<file path="config.mk">
export PLATFORM = sky130hd
export DESIGN_NAME = ps2_host_tx
export DESIGN_NICKNAME = d
export VERILOG_FILES = /design/src/rtl/ps2_pkg.sv /design/src/rtl/ps2_edge_sync.sv /design/src/rtl/ps2_host_tx.sv
export SDC_FILE = /design/constraint.sdc
export NUM_CORES = 1
export LEC_CHECK = 0
export BUFFER_PORTS_ARGS = -buffer_cell sky130_fd_sc_hd__buf_4
export CORE_UTILIZATION = 25
export CTS_CLUSTER_SIZE = 8
export DETAILED_ROUTE_END_ITERATION = 16
export GPL_ROUTABILITY_DRIVEN = 0
export SETUP_SLACK_MARGIN = 0.05
export SLEW_MARGIN = 25
export SYNTH_ARGS = -nofsm -noshare
export SYNTH_HDL_FRONTEND = slang
export SYNTH_HIERARCHICAL = 1
export SYNTH_SLANG_ARGS = --single-unit
</file>
<file path="constraint.sdc">
create_clock -name clk -period 4.35 [get_ports clk]
set_clock_uncertainty 0.2 [all_clocks]
set_input_delay 0.87 -clock clk [delete_from_list [all_inputs] [get_ports clk]]
set_output_delay 0.87 -clock clk [all_outputs]
set_load 0.01 [all_outputs]
</file>
<file path="src/rtl/ps2_pkg.sv">
// ps2_pkg: shared state encoding, command bytes and default timing for the PS/2 host path
package ps2_pkg;
  typedef enum logic [2:0] {
    IDLE,
    INHIBIT,
    SEND,
    ACK,
    WAIT_IDLE,
    DONE,
    ERROR
  } ps2_state_e;
  localparam logic [7:0] PS2_CMD_SET_LED = 8'hED;
  localparam logic [7:0] PS2_CMD_ECHO = 8'hEE;
  localparam logic [7:0] PS2_CMD_RESET = 8'hFF;
  localparam int PS2_INHIBIT_CYCLES = 10000;
  localparam int PS2_DATA_SETUP_CYCLES = 100;
  localparam int PS2_TIMEOUT_CYCLES = 2000000;
  function automatic logic odd_parity(input logic [7:0] b);
    return ~^b;
  endfunction
endpackage

</file>
<file path="src/rtl/ps2_edge_sync.sv">
// ps2_edge_sync: 2-flop synchronisers for PS/2 clock and data plus clock falling-edge detect
module ps2_edge_sync (
  input  logic clk,
  input  logic rst_n,
  input  logic ps2_clk_i,
  input  logic ps2_data_i,
  output logic clk_sync_o,
  output logic data_sync_o,
  output logic clk_fe_o
);
  logic [1:0] clk_sq, data_sq;
  logic clk_prev_q;
  // idle bus is high, so reset to 1 to avoid a spurious edge after reset
  always_ff @(posedge clk or negedge rst_n) begin
    if (!rst_n) begin
      clk_sq <= 2'b11;
      data_sq <= 2'b11;
      clk_prev_q <= 1'b1;
    end else begin
      clk_sq <= {clk_sq[0], ps2_clk_i};
      data_sq <= {data_sq[0], ps2_data_i};
      clk_prev_q <= clk_sq[1];
    end
  end
  assign clk_sync_o = clk_sq[1];
  assign data_sync_o = data_sq[1];
  assign clk_fe_o = clk_prev_q & ~clk_sq[1];
endmodule

</file>
<file path="src/rtl/ps2_host_tx.sv">
// ps2_host_tx: sends one command byte from host to a PS/2 device over open-drain clock/data
module ps2_host_tx
  import ps2_pkg::*;
#(
  parameter int INHIBIT_CYCLES = PS2_INHIBIT_CYCLES,
  parameter int DATA_SETUP_CYCLES = PS2_DATA_SETUP_CYCLES,
  parameter int TIMEOUT_CYCLES = PS2_TIMEOUT_CYCLES
) (
  input  logic       clk,
  input  logic       rst_n,
  input  logic       tx_valid,
  input  logic [7:0] tx_data,
  output logic       tx_ready,
  output logic       tx_done,
  output logic       tx_error,
  output logic       busy,
  input  logic       ps2_clk_in,
  input  logic       ps2_data_in,
  output logic       ps2_clk_drive_low,
  output logic       ps2_data_drive_low
);
  localparam int IW = $clog2(INHIBIT_CYCLES) + 1;
  localparam int WW = $clog2(TIMEOUT_CYCLES) + 1;
  localparam logic [IW-1:0] INH_LAST = IW'(INHIBIT_CYCLES - 1);
  localparam logic [IW-1:0] SETUP_AT = IW'(INHIBIT_CYCLES - DATA_SETUP_CYCLES);
  localparam logic [WW-1:0] WD_LAST = WW'(TIMEOUT_CYCLES - 1);
  ps2_state_e state_q, state_d;
  logic [IW-1:0] cnt_q, cnt_d;
  logic [WW-1:0] wd_q, wd_d;
  logic [3:0] bit_q, bit_d;
  logic [7:0] byte_q, byte_d;
  logic par_q, par_d, clk_dl_q, clk_dl_d, data_dl_q, data_dl_d;
  logic clk_s, data_s, fe;
  ps2_edge_sync u_sync (
    .clk        (clk),
    .rst_n      (rst_n),
    .ps2_clk_i  (ps2_clk_in),
    .ps2_data_i (ps2_data_in),
    .clk_sync_o (clk_s),
    .data_sync_o(data_s),
    .clk_fe_o   (fe)
  );
  always_ff @(posedge clk or negedge rst_n) begin
    if (!rst_n) begin
      state_q <= IDLE;
      cnt_q <= '0;
      wd_q <= '0;
      bit_q <= '0;
      byte_q <= '0;
      par_q <= 1'b0;
      clk_dl_q <= 1'b0;
      data_dl_q <= 1'b0;
    end else begin
      state_q <= state_d;
      cnt_q <= cnt_d;
      wd_q <= wd_d;
      bit_q <= bit_d;
      byte_q <= byte_d;
      par_q <= par_d;
      clk_dl_q <= clk_dl_d;
      data_dl_q <= data_dl_d;
    end
  end
  always_comb begin
    state_d = state_q;
    cnt_d = cnt_q;
    wd_d = wd_q;
    bit_d = bit_q;
    byte_d = byte_q;
    par_d = par_q;
    data_dl_d = data_dl_q;
    case (state_q)
      IDLE: if (tx_valid) begin
        byte_d = tx_data;
        par_d = odd_parity(tx_data);
        cnt_d = '0;
        data_dl_d = (DATA_SETUP_CYCLES >= INHIBIT_CYCLES);
        state_d = INHIBIT;
      end
      INHIBIT: if (cnt_q == INH_LAST) begin
        state_d = SEND;
        bit_d = '0;
        wd_d = '0;
        data_dl_d = 1'b1;
      end else begin
        cnt_d = cnt_q + 1'b1;
        data_dl_d = cnt_d >= SETUP_AT;
      end
      // the line only changes on device falling edges; the device samples on rising ones
      SEND: if (fe) begin
        data_dl_d = bit_q < 4'd8 ? ~byte_q[bit_q[2:0]] : bit_q == 4'd8 ? ~par_q : 1'b0;
        bit_d = bit_q == 4'd9 ? 4'd0 : bit_q + 4'd1;
        state_d = bit_q == 4'd9 ? ACK : SEND;
      end
      ACK: if (fe) state_d = data_s ? ERROR : WAIT_IDLE;
      WAIT_IDLE: if (clk_s && data_s) state_d = DONE;
      DONE, ERROR: begin
        state_d = IDLE;
        data_dl_d = 1'b0;
      end
      default: state_d = IDLE;
    endcase
    if (state_q == SEND || state_q == ACK || state_q == WAIT_IDLE) begin
      wd_d = fe ? '0 : wd_q + 1'b1;
      if (!fe && wd_q == WD_LAST && state_d == state_q) begin
        state_d = ERROR;
        data_dl_d = 1'b0;
      end
    end
    clk_dl_d = state_d == INHIBIT;
  end
  assign tx_ready = state_q == IDLE;
  assign busy = state_q != IDLE;
  assign tx_done = state_q == DONE;
  assign tx_error = state_q == ERROR;
  assign ps2_clk_drive_low = clk_dl_q;
  assign ps2_data_drive_low = data_dl_q;
endmodule

</file>
==> results.sh, run 1 <==
export IMPL_status="complete, no violations"
export IMPL_final_layout_size_suffix_gt1_frac=0.156
export IMPL_cp_end_kind="output pin"
export IMPL_hold_viol=0
export IMPL_drv_cap=0
export IMPL_cts_buffer_depth=2
export IMPL_comb_power_share=0.138
export IMPL_synthSimpleGateAreaFrac=0.243
export IMPL_synth_xor_area_frac=0.0326
export IMPL_period_share=0.626
export IMPL_cp_slowest_cell="dfrtp_1"
export IMPL_power_density_mw_per_mm2=410
export IMPL_crit_buf_inv=2
export IMPL_syn_nets=407
export IMPL_ys_warn_count=6
export IMPL_vias=2963
export IMPL_area_growth_pct=15.9
export IMPL_crit_chain="clkinv_1, nor3b_1, buf_4"
export IMPL_cts_hold_buf=0
export IMPL_syn_area_mm2=0.00350
export IMPL_final_cell_mix="dfrtp_1 (55), o21ai_1 (45), nand2_1 (42)"
export IMPL_die_area_mm2=0.0145
export IMPL_synth_mux_area_frac=0.0411
export IMPL_fin_tns_setup_ns=0
export IMPL_insertion_delay_ns=0.33
export IMPL_arrival_ns=1.65
export IMPL_postRouteAntennaNets=0
export IMPL_path_class="reg -> out"
export IMPL_grt_antenna_before_repair=0
export IMPL_final_common_cell="dfrtp_1"
export IMPL_p_switching_uw=453
export IMPL_worst_hold_slack_ns=0.155
export IMPL_wl_per_cell_um=13.6
export IMPL_multi_input_area_mm2=0.00185
export IMPL_start_util=0.260
export IMPL_synthFlopType="dfrtp_1"
export IMPL_path_delay_family="flip-flops"
export IMPL_p_int_uw=1210
export IMPL_cts_tree="yes"
export IMPL_seqCellArea_mm2=0.00151
export IMPL_vias_per_cell=5.10
export IMPL_antenna_cells=0
export IMPL_numCtsBuffers=9
export IMPL_power_frac_clock=0.441
export IMPL_die_x_um=120
export IMPL_ys_seq_area_frac=0.431
export IMPL_cp_depth=3
export IMPL_critPathMaxFanout=10
export IMPL_fill_cells=1445
export IMPL_holdPathStages=0
export IMPL_cts_sinks=60
export IMPL_finalNonFillerCells=581
export IMPL_fin_util=0.301
export IMPL_overflow=0
export IMPL_fin_nets=415
export IMPL_cp_data_required_time_ns=3.28
export IMPL_power_frac_seq=0.421
export IMPL_hold_path_class="reg -> reg"
export IMPL_pin_count=19
export IMPL_post_cts_buffers=0
export IMPL_synth_compound_area_share=0.204
export IMPL_post_cts_resized=0
export IMPL_synthAdderAreaFrac=0.00716
export IMPL_fmax_mhz=367
export IMPL_ys_types=63
export IMPL_fin_crit_ns=2.72
export IMPL_ys_async_sr_fraction=1.00
export IMPL_synth_top_family_by_area="simple AND/OR/NAND/NOR gates"
export IMPL_core_area_mm2=0.0135
export IMPL_wl_mm=7.92
export IMPL_yosys_top_cells_area="dfrtp_1 (39%), o21ai_1 (6.4%), nand2_1 (4.5%), dfstp_2 (3.8%), nor2_1 (3.4%)"
export IMPL_cp_start_kind="flip-flop"
export IMPL_path_clk_slew_ns=0.05
export IMPL_std_cell_rows=42
export IMPL_htreeDepth=3
export IMPL_synth_largest_area_cell="dfrtp_1"
export IMPL_yosys_area_top_type_share=0.394
export IMPL_p_sw_frac=0.273
export IMPL_place_hpwl_mm=5.28
export IMPL_max_stage_delay_ns=0.51
export IMPL_rr_worst_depth=7
export IMPL_setup_viol=0
export IMPL_p_leak_uw=0.00162
export IMPL_synthCells=392
export IMPL_worst_pin_slew_ns=0.875
export IMPL_synth_edf_count=0
export IMPL_drt_iter0_markers=171
export IMPL_grt_pass1_vias=2825
export IMPL_grt_usage=0.118
export IMPL_relSlewSlack=0.417
export IMPL_dr_pass1_iters=4
export IMPL_synth_area_per_cell_um2=8.92
export IMPL_dpl_cell_count=565
export IMPL_peakVddDrop_uv=163
export IMPL_drc=0
export IMPL_io_buffers=18
export IMPL_cts_root_buf="clkbuf_16"
export IMPL_synth_seq_cells=60
export IMPL_rsz0062_at_grt="false"
export IMPL_grt_pass1_wl_mm=13.7
export IMPL_grt_max_degree=61
export IMPL_die_y_um=120
export IMPL_drv_slew=0
## per-stage QoR
step	power, uW	worst slack [ns]	area (um2)
floorplan	869	2.08	3500
global placement	926	1.73	3740
detailed placement	937	1.71	3750
CTS	1680	1.63	4050
global route	1740	1.43	4050
finish	1660	1.63	4050
## power groups by stage
stage / logic, uW / registers [uW] / clock network (uW)
3_3_place_gp: 224 / 702 / 0
3_5_place_dp: 232 / 705 / 0
6_report: 229 / 699 / 733
2_1_floorplan: 200 / 669 / 0
5_1_grt: 260 / 710 / 773
4_1_cts: 233 / 697 / 752
## sequential cells by signal, summed over array words and instances, names as in the netlist
signal	flops
u_sync/clk_sq	2
wd_q	22
ps2_data_drive_low	1
par_q	1
u_sync/data_sq	2
state_q	3
byte_q	8
bit_q	4
ps2_clk_drive_low	1
cnt_q	15
u_sync/clk_prev_q	1
## cells by family after synthesis
| kind of cell | Yosys count |
|---|---|
| AND/OR/NAND/NOR | 155 |
| AO/OA/AOI/OAI | 120 |
| flip-flops | 60 |
| buffers and inverters | 30 |
| XOR/XNOR | 13 |
| multiplexers | 12 |
| adder cells (fa/ha/maj) | 2 |
## final timing paths
| kind | endpoint | startpoint | slack, ns |
|---|---|---|---|
| setup reg to reg | wd_q[14] | cnt_q[0] | 1.66 |
| max in group asynchronous | ps2_clk_drive_low | rst_n | 3.01 |
| setup / recovery | tx_error | state_q[2] | 1.63 |
| hold reg to reg | u_sync/clk_sq[1] | u_sync/clk_sq[0] | 0.15 |
| hold / removal | u_sync/clk_sq[1] | u_sync/clk_sq[0] | 0.15 |
| min in group asynchronous | wd_q[14] | rst_n | 0.43 |
## layer usage
layer	GRT usage	wire, um	vias up
li1	-	-	1460
met1	0.152	3810	1436
met2	0.186	3660	52
met3	0.0283	262	15
met4	0.0525	187	0
met5	0	0	-
## Yosys cell counts, types with 2 or more instances
cell type,count
a211o_1,2
a211oi_1,2
a21oi_1,17
a31oi_1,12
and2_1,5
and3_1,7
and4_1,3
buf_2,15
clkbuf_1,4
clkbuf_2,2
dfrtp_1,55
dfstp_2,5
ha_1,2
inv_1,6
mux2_2,9
mux2i_1,2
nand2_1,42
nand3_1,12
nand3_2,2
nand4_1,15
nor2_1,32
nor2b_1,6
nor3_1,7
nor3b_1,4
nor4_1,2
nor4_2,3
o21a_1,4
o21ai_0,14
o21ai_1,45
o31ai_1,9
o41ai_1,3
or4b_1,2
xnor2_1,10
xor2_1,3
## worst reg2reg max path, delay by kind of cell, from the launching register on
family	cells	cell delay (ns)
AOI/OAI and AO/OA	4	1.18
adders and majority gates	1	0.31
DFF	1	0.42
and+or+nand+nor	2	0.52
## area by class of cell
cell class              instances  area share
multi-input cells             302       0.456
inverters                       8     0.00741
well taps                     176      0.0543
clock buffers                  12      0.0633
repair buffers                 19      0.0352
clock inverters                 4      0.0120
flip-flops and latches         60       0.372
(Power assumes the default switching activity.)
==> inputs of run 2 (changes only) <==
==> constraint.sdc (replaced) <==
create_clock -name clk -period 2.75 [get_ports clk]
set_clock_uncertainty 0.2 [all_clocks]
set_input_delay 0.55 -clock clk [delete_from_list [all_inputs] [get_ports clk]]
set_output_delay 0.55 -clock clk [all_outputs]
set_load 0.01 [all_outputs]
==> run 2 against run 1 <==
Non-clock buffer count increased by 7. Critical path depth stayed put. Die area unchanged. Sequential power up 57%. Setup slack worse by 1.3 ns. Clock-buffer cell count fell by 3. Sequential share of layout area decreased by 0.44 points. Wire length shrank 1.1%. Core utilization rose by 0.36 points. Via count unchanged. Register-to-register slack worse by 1.3 ns. Clock power rose by 54%. Critical endpoint unchanged.
==> results.sh, run 2 (synthesized netlist as in run 1, its figures left out) <==
export IMPL_status="complete, no violations"
export IMPL_wl_mm=7.84
export IMPL_grt_pass1_vias=2861
export IMPL_die_y_um=120
export IMPL_p_switching_uw=738
export IMPL_max_stage_delay_ns=0.50
export IMPL_period_share=0.881
export IMPL_postRouteAntennaNets=0
export IMPL_largest_register_ffs=22
export IMPL_cp_start_kind="flip-flop"
export IMPL_dr_pass1_iters=5
export IMPL_p_leak_uw=0.00164
export IMPL_final_common_cell="dfrtp_1"
export IMPL_cts_hold_buf=0
export IMPL_final_cell_mix="dfrtp_1 (55), o21ai_1 (45), nand2_1 (42)"
export IMPL_cp_end_kind="output pin"
export IMPL_final_layout_size_suffix_gt1_frac=0.172
export IMPL_cts_sinks=60
export IMPL_fin_nets=422
export IMPL_path_class="reg -> out"
export IMPL_drt_iter0_markers=197
export IMPL_path_clk_slew_ns=0.06
export IMPL_drv_cap=0
export IMPL_setup_viol=0
export IMPL_p_int_uw=1870
export IMPL_finalNonFillerCells=588
export IMPL_fin_util=0.305
export IMPL_grt_antenna_before_repair=0
export IMPL_die_area_mm2=0.0145
export IMPL_antenna_cells=0
export IMPL_pin_count=19
export IMPL_vias=2963
export IMPL_p_sw_frac=0.283
export IMPL_power_frac_seq=0.424
export IMPL_drv_slew=0
export IMPL_arrival_ns=1.67
export IMPL_cp_slowest_cell="dfrtp_1"
export IMPL_cts_root_buf="clkbuf_16"
export IMPL_relSlewSlack=0.483
export IMPL_post_cts_resized=0
export IMPL_grt_pass1_wl_mm=13.8
export IMPL_drc=0
export IMPL_comb_power_share=0.142
export IMPL_vias_per_cell=5.04
export IMPL_peakVddDrop_uv=301
export IMPL_reg_top3="wd_q (22), cnt_q (15), byte_q (8)"
export IMPL_overflow=0
export IMPL_crit_chain="clkinv_1, nor3b_1, buf_4"
export IMPL_power_frac_clock=0.435
export IMPL_layout_setup_ws_ns=0.328
export IMPL_total_power_uw=2610
export IMPL_area_growth_pct=17.3
export IMPL_cts_buffer_depth=2
export IMPL_critPathMaxFanout=10
export IMPL_preCtsSetupSlack_ns=0.357
export IMPL_path_delay_family="flip-flops"
export IMPL_std_cell_rows=42
export IMPL_core_area_mm2=0.0135
export IMPL_grt_max_degree=61
export IMPL_cts_tree="yes"
export IMPL_io_buffers=18
export IMPL_place_hpwl_mm=5.31
export IMPL_numCtsBuffers=9
export IMPL_rsz0062_at_grt="false"
export IMPL_worst_pin_slew_ns=0.775
export IMPL_fin_crit_ns=2.42
export IMPL_power_density_mw_per_mm2=636
export IMPL_fin_tns_setup_ns=0
export IMPL_dpl_cell_count=572
export IMPL_insertion_delay_ns=0.33
export IMPL_post_cts_buffers=0
export IMPL_die_x_um=120
export IMPL_htreeDepth=3
export IMPL_crit_buf_inv=2
export IMPL_start_util=0.260
export IMPL_hold_path_class="in -> async"
export IMPL_cp_data_required_time_ns=2.00
export IMPL_fmax_mhz=413
export IMPL_wl_per_cell_um=13.3
export IMPL_grt_usage=0.119
export IMPL_hold_viol=0
export IMPL_registers_top_by_ff_count="wd_q"
run 2: worst reg2reg max path: stages, from the launching register on:
cell	delay, ns
dfrtp_1	0.44
ha_1	0.34
and3_1	0.28
and4_1	0.27
a21oi_1	0.10
o21a_1	0.18
buf_4	0.21
o21ai_1	0.17
o41ai_1	0.09
run 2: final timing paths:
| path | slack [ns] | depth (start not counted) | endpoint | startpoint |
|---|---|---|---|---|
| worst min-delay path | 0.11 | 1 | wd_q[6] | rst_n |
| max in group asynchronous | 1.75 | 1 | bit_q[0] | rst_n |
| worst min register to register | 0.15 | 0 | u_sync/data_sq[1] | u_sync/data_sq[0] |
| min in group clk | 0.12 | 1 | u_sync/data_sq[0] | ps2_data_in |
| worst max register to register | 0.35 | 8 | wd_q[15] | cnt_q[0] |
| worst max-delay path | 0.33 | 3 | tx_error | state_q[2] |
run 2: final cells by class:
class	count	area [um2]
Fill cell	1438	9350
Clock inverter	7	76.3
Tap cell	176	220
Multi-Input combinational cell	302	1850
Clock buffer	9	225
Sequential cell	60	1510
Timing Repair Buffer	26	195
Inverter	8	30.0
run 2: routing by layer:
layer  up-vias  global-route usage  part of all wire
met1      1427               0.159              0.49
met2        56               0.186              0.46
li1       1468                   -                 -
met4         0              0.0494             0.019
met3        12              0.0231             0.034
met5         -                   0                 0
run 2: stage by stage:
step | hold WS [ns] | cell area, um2
after floorplan | 0.0544 | 3500
after global placement | 0.146 | 3800
after detailed placement | 0.147 | 3800
after CTS | 0.110 | 4100
after global routing | 0.112 | 4100
final | 0.105 | 4100
run 2: power groups by stage:
stage,logic (uW),registers [uW],clock network (uW)
after floorplan,317,1060,0
after detailed placement,371,1120,0
after CTS,373,1110,1180
final,370,1100,1130
after global placement,364,1110,0
after global routing,422,1120,1200
